===== config.mk =====
export PLATFORM = sky130hd
export DESIGN_NAME = matrix_loader
export DESIGN_NICKNAME = d
export VERILOG_FILES = /design/src/rtl/matrix_loader.sv
export SDC_FILE = /design/constraint.sdc
export NUM_CORES = 1
export LEC_CHECK = 0
export CAP_MARGIN = 20
export CORE_UTILIZATION = 66
export CTS_CLUSTER_DIAMETER = 80
export DETAILED_ROUTE_END_ITERATION = 7
export DONT_BUFFER_PORTS = 1
export PLACE_DENSITY = 0.82
export REMOVE_ABC_BUFFERS = 1
export SLEW_MARGIN = 20
export SYNTH_ARGS = -nofsm -noshare
export SYNTH_HDL_FRONTEND = slang
export SYNTH_SLANG_ARGS = --single-unit

===== constraint.sdc =====
create_clock -name clk -period 5.51 [get_ports clk]
set_clock_uncertainty 0.2 [all_clocks]
set_input_delay 1.653 -clock clk [delete_from_list [all_inputs] [get_ports clk]]
set_output_delay 1.653 -clock clk [all_outputs]
set_load 0.01 [all_outputs]

===== src/rtl/matrix_loader.sv =====
// matrix_loader: streams operand A and NUM_ROWS data rows from a synchronous-read
// buffer RAM into the matrix-multiply controller. Row issue is limited by two row credits.
module matrix_loader #(
  parameter int DATA_W   = 8,
  parameter int ADDR_W   = 10,
  parameter int A_WORDS  = 28,
  parameter int ROW_LEN  = 28,
  parameter int NUM_ROWS = 28
) (
  input  logic              clk,
  input  logic              rst,
  input  logic              go,
  input  logic              load_A_en,
  input  logic              pready,
  input  logic              row_finish,
  input  logic [DATA_W-1:0] mem_rdata,
  output logic              mem_rd_en,
  output logic [ADDR_W-1:0] mem_addr,
  output logic              start_out,
  output logic [DATA_W-1:0] data_out,
  output logic              data_valid,
  output logic              data_is_A,
  output logic              load_A_done,
  output logic              load_done,
  output logic              busy,
  output logic              done
);

  localparam int CNT_MAX = (A_WORDS > ROW_LEN) ? A_WORDS : ROW_LEN;
  localparam int CNT_W   = (CNT_MAX > 1) ? $clog2(CNT_MAX) : 1;
  localparam int ROW_W   = $clog2(NUM_ROWS + 1);

  localparam logic [CNT_W-1:0]  A_LAST    = CNT_W'(A_WORDS - 1);
  localparam logic [CNT_W-1:0]  COL_LAST  = CNT_W'(ROW_LEN - 1);
  localparam logic [ROW_W-1:0]  ROW_LAST  = ROW_W'(NUM_ROWS - 1);
  localparam logic [ADDR_W-1:0] ROW0_BASE = ADDR_W'(A_WORDS);
  localparam logic [ADDR_W-1:0] ROW_STEP  = ADDR_W'(ROW_LEN);

  typedef enum logic [2:0] {
    IDLE,
    WAIT_A,
    LOAD_A,
    LOAD_ROW,
    HOLD,
    DRAIN
  } state_t;

  state_t            state;
  state_t            next_state;
  logic [CNT_W-1:0]  word_cnt;
  logic [ROW_W-1:0]  row_cnt;
  logic [ADDR_W-1:0] row_base;
  logic [1:0]        credits;
  logic [1:0]        credits_next;
  logic              issue_a;
  logic              issue_row;
  logic              a_last;
  logic              row_end;
  logic              credit_ret;

  // A read goes out whenever the sink is ready in one of the two streaming states.
  assign issue_a   = (state == LOAD_A) && pready;
  assign issue_row = (state == LOAD_ROW) && pready;
  assign a_last    = issue_a && (word_cnt == A_LAST);
  assign row_end   = issue_row && (word_cnt == COL_LAST);
  assign credit_ret = row_finish &&
                      ((state == LOAD_ROW) || (state == HOLD) || (state == DRAIN));

  // Credit bookkeeping: a finished row returns one slot, a row-end issue takes one.
  always_comb begin
    credits_next = credits;
    if (credit_ret && !row_end) begin
      credits_next = (credits == 2'd2) ? 2'd2 : credits + 2'd1;
    end else if (!credit_ret && row_end) begin
      credits_next = credits - 2'd1;
    end
  end

  // Next-state decode plus the read strobe and address for the RAM.
  always_comb begin
    next_state = state;
    mem_rd_en  = 1'b0;
    mem_addr   = '0;
    case (state)
      IDLE: begin
        if (go) next_state = WAIT_A;
      end
      WAIT_A: begin
        if (load_A_en) next_state = LOAD_A;
      end
      LOAD_A: begin
        mem_rd_en = pready;
        mem_addr  = ADDR_W'(word_cnt);
        if (a_last) next_state = LOAD_ROW;
      end
      LOAD_ROW: begin
        mem_rd_en = pready;
        mem_addr  = row_base + ADDR_W'(word_cnt);
        if (row_end) begin
          if (row_cnt == ROW_LAST) begin
            next_state = DRAIN;
          end else if (credits_next == 2'd0) begin
            next_state = HOLD;
          end
        end
      end
      HOLD: begin
        if (credits_next != 2'd0) next_state = LOAD_ROW;
      end
      DRAIN: begin
        if (credits == 2'd2) next_state = IDLE;
      end
      default: next_state = IDLE;
    endcase
  end

  // State register.
  always_ff @(posedge clk) begin
    if (rst) begin
      state <= IDLE;
    end else begin
      state <= next_state;
    end
  end

  // Word/row counters, running row base address and credit count; all parked while idle.
  always_ff @(posedge clk) begin
    if (rst || (state == IDLE)) begin
      word_cnt <= '0;
      row_cnt  <= '0;
      row_base <= ROW0_BASE;
      credits  <= 2'd2;
    end else begin
      credits <= credits_next;
      if (a_last || row_end) begin
        word_cnt <= '0;
      end else if (issue_a || issue_row) begin
        word_cnt <= word_cnt + CNT_W'(1);
      end
      if (row_end) begin
        row_cnt  <= row_cnt + ROW_W'(1);
        row_base <= row_base + ROW_STEP;
      end
    end
  end

  // Delivery-side flags are the issue-side flags delayed to line up with the RAM data.
  always_ff @(posedge clk) begin
    if (rst) begin
      start_out   <= 1'b0;
      data_valid  <= 1'b0;
      data_is_A   <= 1'b0;
      load_A_done <= 1'b0;
      load_done   <= 1'b0;
      done        <= 1'b0;
    end else begin
      start_out   <= (state == IDLE) && go;
      data_valid  <= mem_rd_en;
      data_is_A   <= issue_a;
      load_A_done <= a_last;
      load_done   <= row_end;
      done        <= (state == DRAIN) && (credits == 2'd2);
    end
  end

  assign data_out = data_valid ? mem_rdata : '0;
  assign busy     = (state != IDLE);

endmodule


==> results.md, run 1 <==
* Synth Cell Area at 1738 um2
* Area growth syn-to-layout at 3.312%
* Boundary Pins at 40
* CP max stage cell: dfxtp_1
* DIE HEIGHT at 53.32 um
* Max_slew headroom at 0.5516
* Port buffer count at 0
* Beginning of the worst register-to-register path: state[0]
* Core area at 2477 um2
* Kind of critical path: register to primary output
* Final Critical Period at 3940 ps
* Maximum VDD drop at 0.0002609 V
* Via Count at 1,514
* Vias per inst at 6.154
* Ys Warns at 0
* # fillers at 210
* #FFs+latches synth at 29
* Grt ovf at 0
* Critical path buffers and inverters at 0
* Total Wirelength at 3.613 mm
* Max_cap viols at 0
* Htree depth at 2
* Fmax at 253.8 MHz
* Share of cells above drive strength 1 at 0.06481
* CP delay by family, top: compound AO/OA/AOI/OAI gates
* Initial Util at 0.7015
* Most frequent cell on the critical path: a21oi_1
* Post-route clock period utilization at 0.7151
* Met2 wire len at 1.818 mm
* Prevailing post-synth register cell: dfxtp_1
* Total GRT Usage at 0.2922
* P_leak at 0.6759 nW
* Post-cts sizing count at 0
* Metal1 wirelength at 1.539 mm
* Chip width at 53.32 um
* Inserted Clock Buffers at 5
* Crit path max fanout at 8
* Power density over cell area at 292.3 nW/um2
* Largest net degree at the start of global routing at 21
* Worst EP required at 3660 ps
* Critical path launch point: word_cnt[3]
* Worst-margin pin slew at 671.7 ps
* Die area at 2842 um2
* Iter 0 DRT Violations at 21
* Initial antenna violation count at 0
* Metal3 WL at 213 um
* Root Buffer: clkbuf_4
* Worst endpoint data arrival time at 2090 ps
* Post-synthesis sequential area ratio at 0.3341
* Final count of pins violating max slew at 0
* Asr flop ratio synth at 0
* Post-CTS Setup Bufs at 0
* Hold path start: word_cnt[1]
* Cell variety after synth at 45
* Synthesized area per cell at 8.083 um2
* RSZ-0062 raised after global routing: no
* Worst setup EP type: primary output
* Final setup viols at 0
* Compound-Gate Fraction of Synth Area at 0.1404
* Worst-Skew Late Latency at 320 ps
* EDFF count, synth at 0
* # rows at 18
* Largest family of logic cells by synthesized area: simple AND/OR/NAND/NOR gates
* Startpoint Class: register
* Adder-cell share of the synthesized area at 0.06911
* DRC at 0
* Clk sinks at 29
* First-pass GRT wire length at 5.885 mm
* # diodes at 0
* CTS tree: done
* Clock Path Buffers at 2
* Top Layer Used: met4
* Wirelength per Cell at 14.69 um
* Crit-path cells: ha_1 -> a21o_1 -> a21oi_1 -> o21ai_0 -> a21oi_1
* Worst-path clk slew at 90 ps
* # hold bufs at CTS at 0
* Fin. Hold Viols at 0
* HP Class: register to register
* Post-Synthesis Cells at 215
* Multiplexer share of the synthesized area at 0.01728
* Post-route ant nets at 0
* Routability cong. at 0.8572
* Fin cells at 246
* Nets at 238
* Placed Cells incl. Taps at 238
* XOR/XNOR share of the synthesized area at 0.08063
* Post-detail-place hpwl at 2.689 mm
* Run status: completed
* Vias in the first global route at 1,321
* Biggest cell delay along the critical path at 560 ps
* Drt first pass iters at 4
* Setup TNS at 0 ps
* Simple logic cell fraction of the synthesized area at 0.3233
path summary, 6_finish.rpt:
path                                    end  slack [ps]  cells after the start
worst min register to register  word_cnt[1]         300                      2
worst max-delay path            mem_addr[7]        1570                      5
worst max register to register     state[2]        2740                      5
worst min-delay path            word_cnt[1]         300                      2
layout make-up:
| type | instances | area [um2] | area share |
|---|---|---|---|
| Tap cell | 30 | 37.54 | 0.02091 |
| Clock buffer | 6 | 41.29 | 0.02300 |
| Inverter | 8 | 30.03 | 0.01672 |
| Clock inverter | 2 | 10.01 | 0.005575 |
| Multi-Input combinational cell | 171 | 1096 | 0.6105 |
| Sequential cell | 29 | 580.6 | 0.3233 |
metrics by stage:
step / hold slack, ps / instance area (um2) / utilization / power [mW] / worst slack [ps]
2_1_floorplan: 248.9 / 1707 / - / 0.3697 / 1746
3_3_place_gp: 260.1 / 1744 / 0.7040 / 0.4009 / 1704
3_5_place_dp: 283.1 / 1744 / 0.7040 / 0.4070 / 1692
4_1_cts: 304.8 / 1795 / 0.7247 / 0.5265 / 1564
5_1_grt: 319.5 / 1795 / 0.7247 / 0.5555 / 1359
6_report: 304.6 / 1795 / 0.7247 / 0.5248 / 1570
power by group:
part	switching [mW]	internal (mW)	total, mW
sequential	0.0388	0.223	0.262
combinational	0.0886	0.0529	0.141
clock	0.0728	0.0485	0.121
total	0.200	0.325	0.525
worst register-to-register path, stage by stage, from the launching register on:
cell	delay, ps
dfxtp_1	760
nand3b_1	540
or2_2	490
nor4b_1	320
nor3_1	120
o221a_1	250
state kept, by name, summed over array words and instances (netlist names):
| name | count |
|---|---|
| data_is_A | 1 |
| done | 1 |
| state | 3 |
| credits | 2 |
| data_valid | 1 |
| row_cnt | 5 |
| load_A_done | 1 |
| load_done | 1 |
| word_cnt | 5 |
| row_base | 8 |
| start_out | 1 |
synthesized netlist by cell type (all sizes together), types with 3 or more instances:
cell,count,area (um2)
nand2,23,86.33
nor2b,4,25.02
nor2,22,90.09
a21oi,12,60.06
dfxtp,29,580.6
xor2,10,87.58
and2,11,68.82
inv,8,30.03
ha,8,100.1
xnor2,6,52.55
nand3,6,30.03
buf,5,23.77
nor4,3,18.77
nor3,5,30.03
mux2i,3,30.03
or3,6,42.54
nand2b,5,31.28
nand4,5,31.28
nand4b,3,32.53
o21ai,15,75.07
cells by family after synthesis:
kind of cell / after synthesis
compound gates: 41
xor+xnor: 16
fa+ha+maj: 9
buf+inv: 15
flops: 29
mux: 3
simple gates: 102
cell usage in the layout, fill, tap and decap left out, drive strengths merged, types with 6 or more instances in the layout:
cell type	synthesis	layout
or3	6	6
xnor2	6	6
ha	8	8
nand2	23	23
nand3	6	6
dfxtp	29	29
a21oi	12	12
nor2	22	22
and2	11	11
xor2	10	10
inv	8	8
clkbuf	2	6
o21ai	15	15
layer usage:
metal | vias to the layer above | global-route usage
met3 | 6 | 0.08333
li1 | 750 | -
met1 | 699 | 0.3420
met5 | - | 0
met2 | 59 | 0.4938
met4 | 0 | 0.1140
No activity file was read; power rests on OpenSTA's default activity.
==> run 2: changes to the inputs <==
--- a/config.mk
+++ b/config.mk
@@ -6,11 +6,11 @@
 export NUM_CORES = 1
 export LEC_CHECK = 0
 export CAP_MARGIN = 20
-export CORE_UTILIZATION = 66
+export CORE_UTILIZATION = 56
 export CTS_CLUSTER_DIAMETER = 80
 export DETAILED_ROUTE_END_ITERATION = 7
 export DONT_BUFFER_PORTS = 1
-export PLACE_DENSITY = 0.82
+export PLACE_DENSITY = 0.74
 export REMOVE_ABC_BUFFERS = 1
 export SLEW_MARGIN = 20
 export SYNTH_ARGS = -nofsm -noshare
==> constraint.sdc (replaced) <==
create_clock -name clk -period 3.5 [get_ports clk]
set_clock_uncertainty 0.2 [all_clocks]
set_input_delay 1.05 -clock clk [delete_from_list [all_inputs] [get_ports clk]]
set_output_delay 1.05 -clock clk [all_outputs]
set_load 0.01 [all_outputs]
==> run 2 against run 1 <==
  * Global-route usage shrank 5.0 points
  * Final cell count increased by 0.41%
  * Critical endpoint unchanged
  * Sequential share of layout area decreased by 0.22 points
  * Register-to-register slack lost 1700 ps
  * Non-clock buffer count up 1
  * Setup slack got worse by 1400 ps
==> results.md, run 2 (synthesized netlist as in run 1, its figures left out) <==
* Run status: completed
* Iter 0 DRT Violations at 57
* Initial antenna violation count at 0
* Setup TNS at 0 ps
* Worst setup EP type: primary output
* Crit path max fanout at 8
* DIE HEIGHT at 57.71 um
* Grt ovf at 0
* Commonest non-fill, non-tap cells in the layout: dfxtp_1 (29), nand2_1 (23), nor2_1 (21)
* Met2 wire len at 1.773 mm
* Post-CTS Setup Bufs at 0
* Biggest regs: row_base (8), row_cnt (5), word_cnt (5)
* Boundary Pins at 40
* Final count of pins violating max slew at 0
* Max_cap viols at 0
* Worst-margin pin slew at 582.2 ps
* Worst EP required at 2250 ps
* Final Core Density at 0.6338
* DRC at 0
* CTS tree: done
* Clock Path Buffers at 2
* Drt first pass iters at 5
* Inserted Clock Buffers at 5
* Max reg flops at 8
* Total GRT Usage at 0.2422
* # rows at 19
* Root Buffer: clkbuf_4
* Metal3 WL at 199 um
* Worst-path clk slew at 90 ps
* Final Critical Period at 3296 ps
* Port buffer count at 0
* # hold bufs at CTS at 0
* Flop-to-flop setup slack at 1030 ps
* P_leak at 0.6804 nW
* Chip width at 57.71 um
* Top reg by flops: row_base
* Vias per inst at 6.186
* # fillers at 261
* Startpoint Class: register
* Post-cts sizing count at 0
* Top Layer Used: met4
* Core area at 2853 um2
* Fmax at 303.4 MHz
* HP Class: register to register
* Die area at 3330 um2
* Share of cells above drive strength 1 at 0.06481
* Kind of critical path: register to primary output
* Vias in the first global route at 1,409
* Nets at 239
* Fin cells at 247
* Initial Util at 0.6092
* Wirelength per Cell at 15.26 um
* Metal1 wirelength at 1.710 mm
* Worst-Skew Late Latency at 320 ps
* Leading cell type in the layout, fill and taps excluded: dfxtp_1
* RSZ-0062 raised after global routing: no
* Final setup viols at 0
* Post-route ant nets at 0
* Largest net degree at the start of global routing at 21
* Worst endpoint data arrival time at 2050 ps
* Area growth syn-to-layout at 4.031%
* Max_slew headroom at 0.6085
* Post-route clock period utilization at 0.9416
* Clk sinks at 29
* Power density over cell area at 472.9 nW/um2
* First-pass GRT wire length at 6.189 mm
* Fin. Hold Viols at 0
* Placed Cells incl. Taps at 240
* Routability cong. at 0.8768
* Total Wirelength at 3.768 mm
* Via Count at 1,528
* Maximum VDD drop at 0.0003860 V
* Final hold slack at 290.9 ps
* # diodes at 0
* Htree depth at 2
* Post-detail-place hpwl at 2.718 mm
## run 2: changes by cell type in the layout (fill, tap and decap cells not counted)
cell / previous run / this run
clkinv_2: 2 / 0
buf_4: 0 / 1
clkbuf_8: 0 / 1
## run 2: final cells by class
| class | count | area [um2] | area share |
|---|---|---|---|
| Multi-Input combinational cell | 171 | 1096 | 0.6062 |
| Inverter | 8 | 30.03 | 0.01661 |
| Clock buffer | 7 | 55.05 | 0.03045 |
| Tap cell | 31 | 38.79 | 0.02145 |
| Sequential cell | 29 | 580.6 | 0.3211 |
| Timing Repair Buffer | 1 | 7.507 | 0.004152 |
## run 2: metrics by stage
stage	instance area [um2]	worst slack, ps	power (mW)
5_1_grt	1808	44.30	0.9065
6_report	1808	204.4	0.8551
4_1_cts	1808	189.6	0.8534
2_1_floorplan	1707	745.3	0.5820
3_3_place_gp	1753	624.4	0.6425
3_5_place_dp	1753	556.8	0.6454
## run 2: metal layers
metal  global-route usage  vias up
li1                     -      751
met3              0.06696        8
met4               0.1224        0
met2               0.3671       55
met1               0.3179      714
met5                    0        -
## run 2: final timing paths
check	from	to	cells past startpoint
worst max register to register	state[1]	state[2]	6
worst min-delay path	row_cnt[1]	row_cnt[1]	2
worst min register to register	row_cnt[1]	row_cnt[1]	2
worst max-delay path	word_cnt[3]	mem_addr[7]	5
## run 2: report_power, final
group,switching (mW),total (mW),internal (mW)
Sequential,0.0374,0.389,0.352
Combinational,0.167,0.256,0.0889
Clock,0.115,0.210,0.0947
Total,0.320,0.855,0.535
## run 2: worst max-delay path, stage by stage, from the launching register on
cell	delay, ps
dfxtp_1	530
ha_1	300
a21o_1	180
a21oi_1	320
o21ai_0	150
a21oi_1	250
==> run 3: changes to the inputs <==
--- a/config.mk
+++ b/config.mk
@@ -10,9 +10,10 @@
 export CTS_CLUSTER_DIAMETER = 80
 export DETAILED_ROUTE_END_ITERATION = 7
 export DONT_BUFFER_PORTS = 1
+export GPL_TIMING_DRIVEN = 0
 export PLACE_DENSITY = 0.74
 export REMOVE_ABC_BUFFERS = 1
-export SLEW_MARGIN = 20
+export SKIP_CTS_REPAIR_TIMING = 1
 export SYNTH_ARGS = -nofsm -noshare
 export SYNTH_HDL_FRONTEND = slang
 export SYNTH_SLANG_ARGS = --single-unit
==> run 3 against run 2 <==
  * Die area did not move
  * Worst hold slack got worse by 2.5 ps
  * Total power fell by 2.7%
  * Setup slack got worse by 3.4 ps
  * Maximum frequency fell by 0.10%
  * Critical path depth rose by 2
  * First-iteration DRC count rose by 46%
  * Clock power fell by 6%
  * Utilization fell by 0.35 points
  * Count of clock-buffer cells in the layout fell by 1
  * Global-route usage rose by 0.15 points
  * Sequential power rose by 5.9%
==> results.md, run 3 (synthesized netlist as in run 1, its figures left out) <==
* Fin. Hold Viols at 0
* DRC at 0
* HP Class: register to register
* Fin cells at 247
* Biggest regs: row_base (8), row_cnt (5), word_cnt (5)
* Top reg by flops: row_base
* Post-detail-place hpwl at 2.823 mm
* Worst-Skew Late Latency at 340 ps
* Drt first pass iters at 4
* Via Count at 1,523
* Leading cell type in the layout, fill and taps excluded: dfxtp_1
* Hold endpoint: row_cnt[1]
* Iter 0 DRT Violations at 83
* Crit-path cells: ha_1 -> fa_1 -> a21oi_1 -> nor2b_1 -> nand3_1 -> xor2_1 -> nor2_1
* Clk sinks at 29
* Initial antenna violation count at 0
* DIE HEIGHT at 57.71 um
* Fin area at 1798 um2
* # rows at 19
* Startpoint Class: register
* Fmax at 303.1 MHz
* Setup TNS at 0 ps
* Commonest non-fill, non-tap cells in the layout: dfxtp_1 (28), nand2_1 (23), nor2_1 (21)
* Inserted Clock Buffers at 5
* Worst-margin pin slew at 657.6 ps
* Crit path max fanout at 8
* First-pass GRT wire length at 6.320 mm
* Power density over cell area at 462.8 nW/um2
* Final setup viols at 0
* Final count of pins violating max slew at 0
* Vias in the first global route at 1,403
* Area growth syn-to-layout at 3.455%
* Pre-CTS setup slack at 515.0 ps
* Core area at 2853 um2
* Port buffer count at 0
* Reg2reg path depth at 6
* Clock Path Buffers at 2
* Max_cap viols at 0
* # diodes at 0
* Total Wirelength at 3.770 mm
* Routability cong. at 0.8533
* Placed Cells incl. Taps at 239
* Max reg flops at 8
* CP max stage cell: fa_1
* CP delay by family, top: adder cells
* Worst setup EP type: primary output
* Htree depth at 2
* Wirelength per Cell at 15.26 um
* Final Critical Period at 3299 ps
* Largest net degree at the start of global routing at 21
* Nets at 238
* Kind of critical path: register to primary output
* Die area at 3330 um2
* Hold path start: row_cnt[1]
* Initial Util at 0.6092
* RSZ-0062 raised after global routing: no
* Post-route clock period utilization at 0.9426
* CTS tree: done
* Maximum VDD drop at 0.0002867 V
* Placed Area at 1745 um2
* Vias per inst at 6.166
* P_leak at 0.6764 nW
* Chip width at 57.71 um
* Grt ovf at 0
* Worst-path clk slew at 100 ps
* Max_slew headroom at 0.5610
* Beginning of the worst register-to-register path: state[0]
* RR Endpoint: state[2]
* Total GRT Usage at 0.2438
* Critical path buffers and inverters at 0
* Biggest cell delay along the critical path at 410 ps
* Hold Path Depth at 2
* Share of cells above drive strength 1 at 0.06944
* Post-route ant nets at 0
* Run status: completed
* Worst endpoint data arrival time at 2050 ps
* Flop-to-flop setup slack at 720 ps
* Boundary Pins at 40
* Fin worst setup slack at 201.0 ps
* Worst EP required at 2250 ps
* Root Buffer: clkbuf_4
## run 3: changes by cell type in the layout (fill, tap and decap cells not counted)
cell,delta
dfxtp_1,-1
clkbuf_8,-1
dfxtp_2,+1
buf_4,-1
clkinv_2,+2
## run 3: worst register-to-register path: cells and delay by family, from the launching register on
kind / cells / cell delay [ps]
compound gates: 2 / 380
flops: 1 / 750
simple gates: 4 / 1350
## run 3: layout make-up
type,count,area [um2]
inverters,8,30.03
multi-input cells,171,1096
well taps,31,38.79
clock buffers,6,41.29
clock inverters,2,10.01
flip-flops and latches,29,581.8
fillers,246,1055
## run 3: where the power goes
part | leakage (nW) | internal, mW | total, mW | switching (mW)
sequential | 0.235 | 0.352 | 0.412 | 0.0607
combinational | 0.409 | 0.0832 | 0.223 | 0.140
clock | 0.0320 | 0.0763 | 0.197 | 0.120
total | 0.676 | 0.511 | 0.832 | 0.321
## run 3: worst max-delay path by stage
stage	endpoint	slack [ps]	cells after the start	from
5_1_grt	mem_addr[8]	50	7	word_cnt[2]
6_report	mem_addr[8]	200	7	word_cnt[2]
3_5_place_dp	mem_addr[7]	520	5	word_cnt[3]
2_1_floorplan	mem_addr[7]	750	5	word_cnt[3]
4_1_cts	mem_addr[7]	140	5	word_cnt[3]
3_3_place_gp	mem_addr[7]	600	5	word_cnt[3]
## run 3: routing by layer
layer | routed length (um) | track usage
met5 | 0 | 0
met3 | 158 | 0.06250
met1 | 1690 | 0.3067
met4 | 48 | 0.07823
met2 | 1872 | 0.4103
## run 3: per-stage QoR
step / total power [mW] / utilization / hold slack [ps]
detailed placement: 0.6403 / 0.6118 / 274.0
CTS: 0.8338 / 0.6298 / 288.2
floorplan: 0.5820 / - / 248.9
global placement: 0.6324 / 0.6118 / 262.9
finish: 0.8321 / 0.6303 / 288.4
global route: 0.8841 / 0.6303 / 323.4
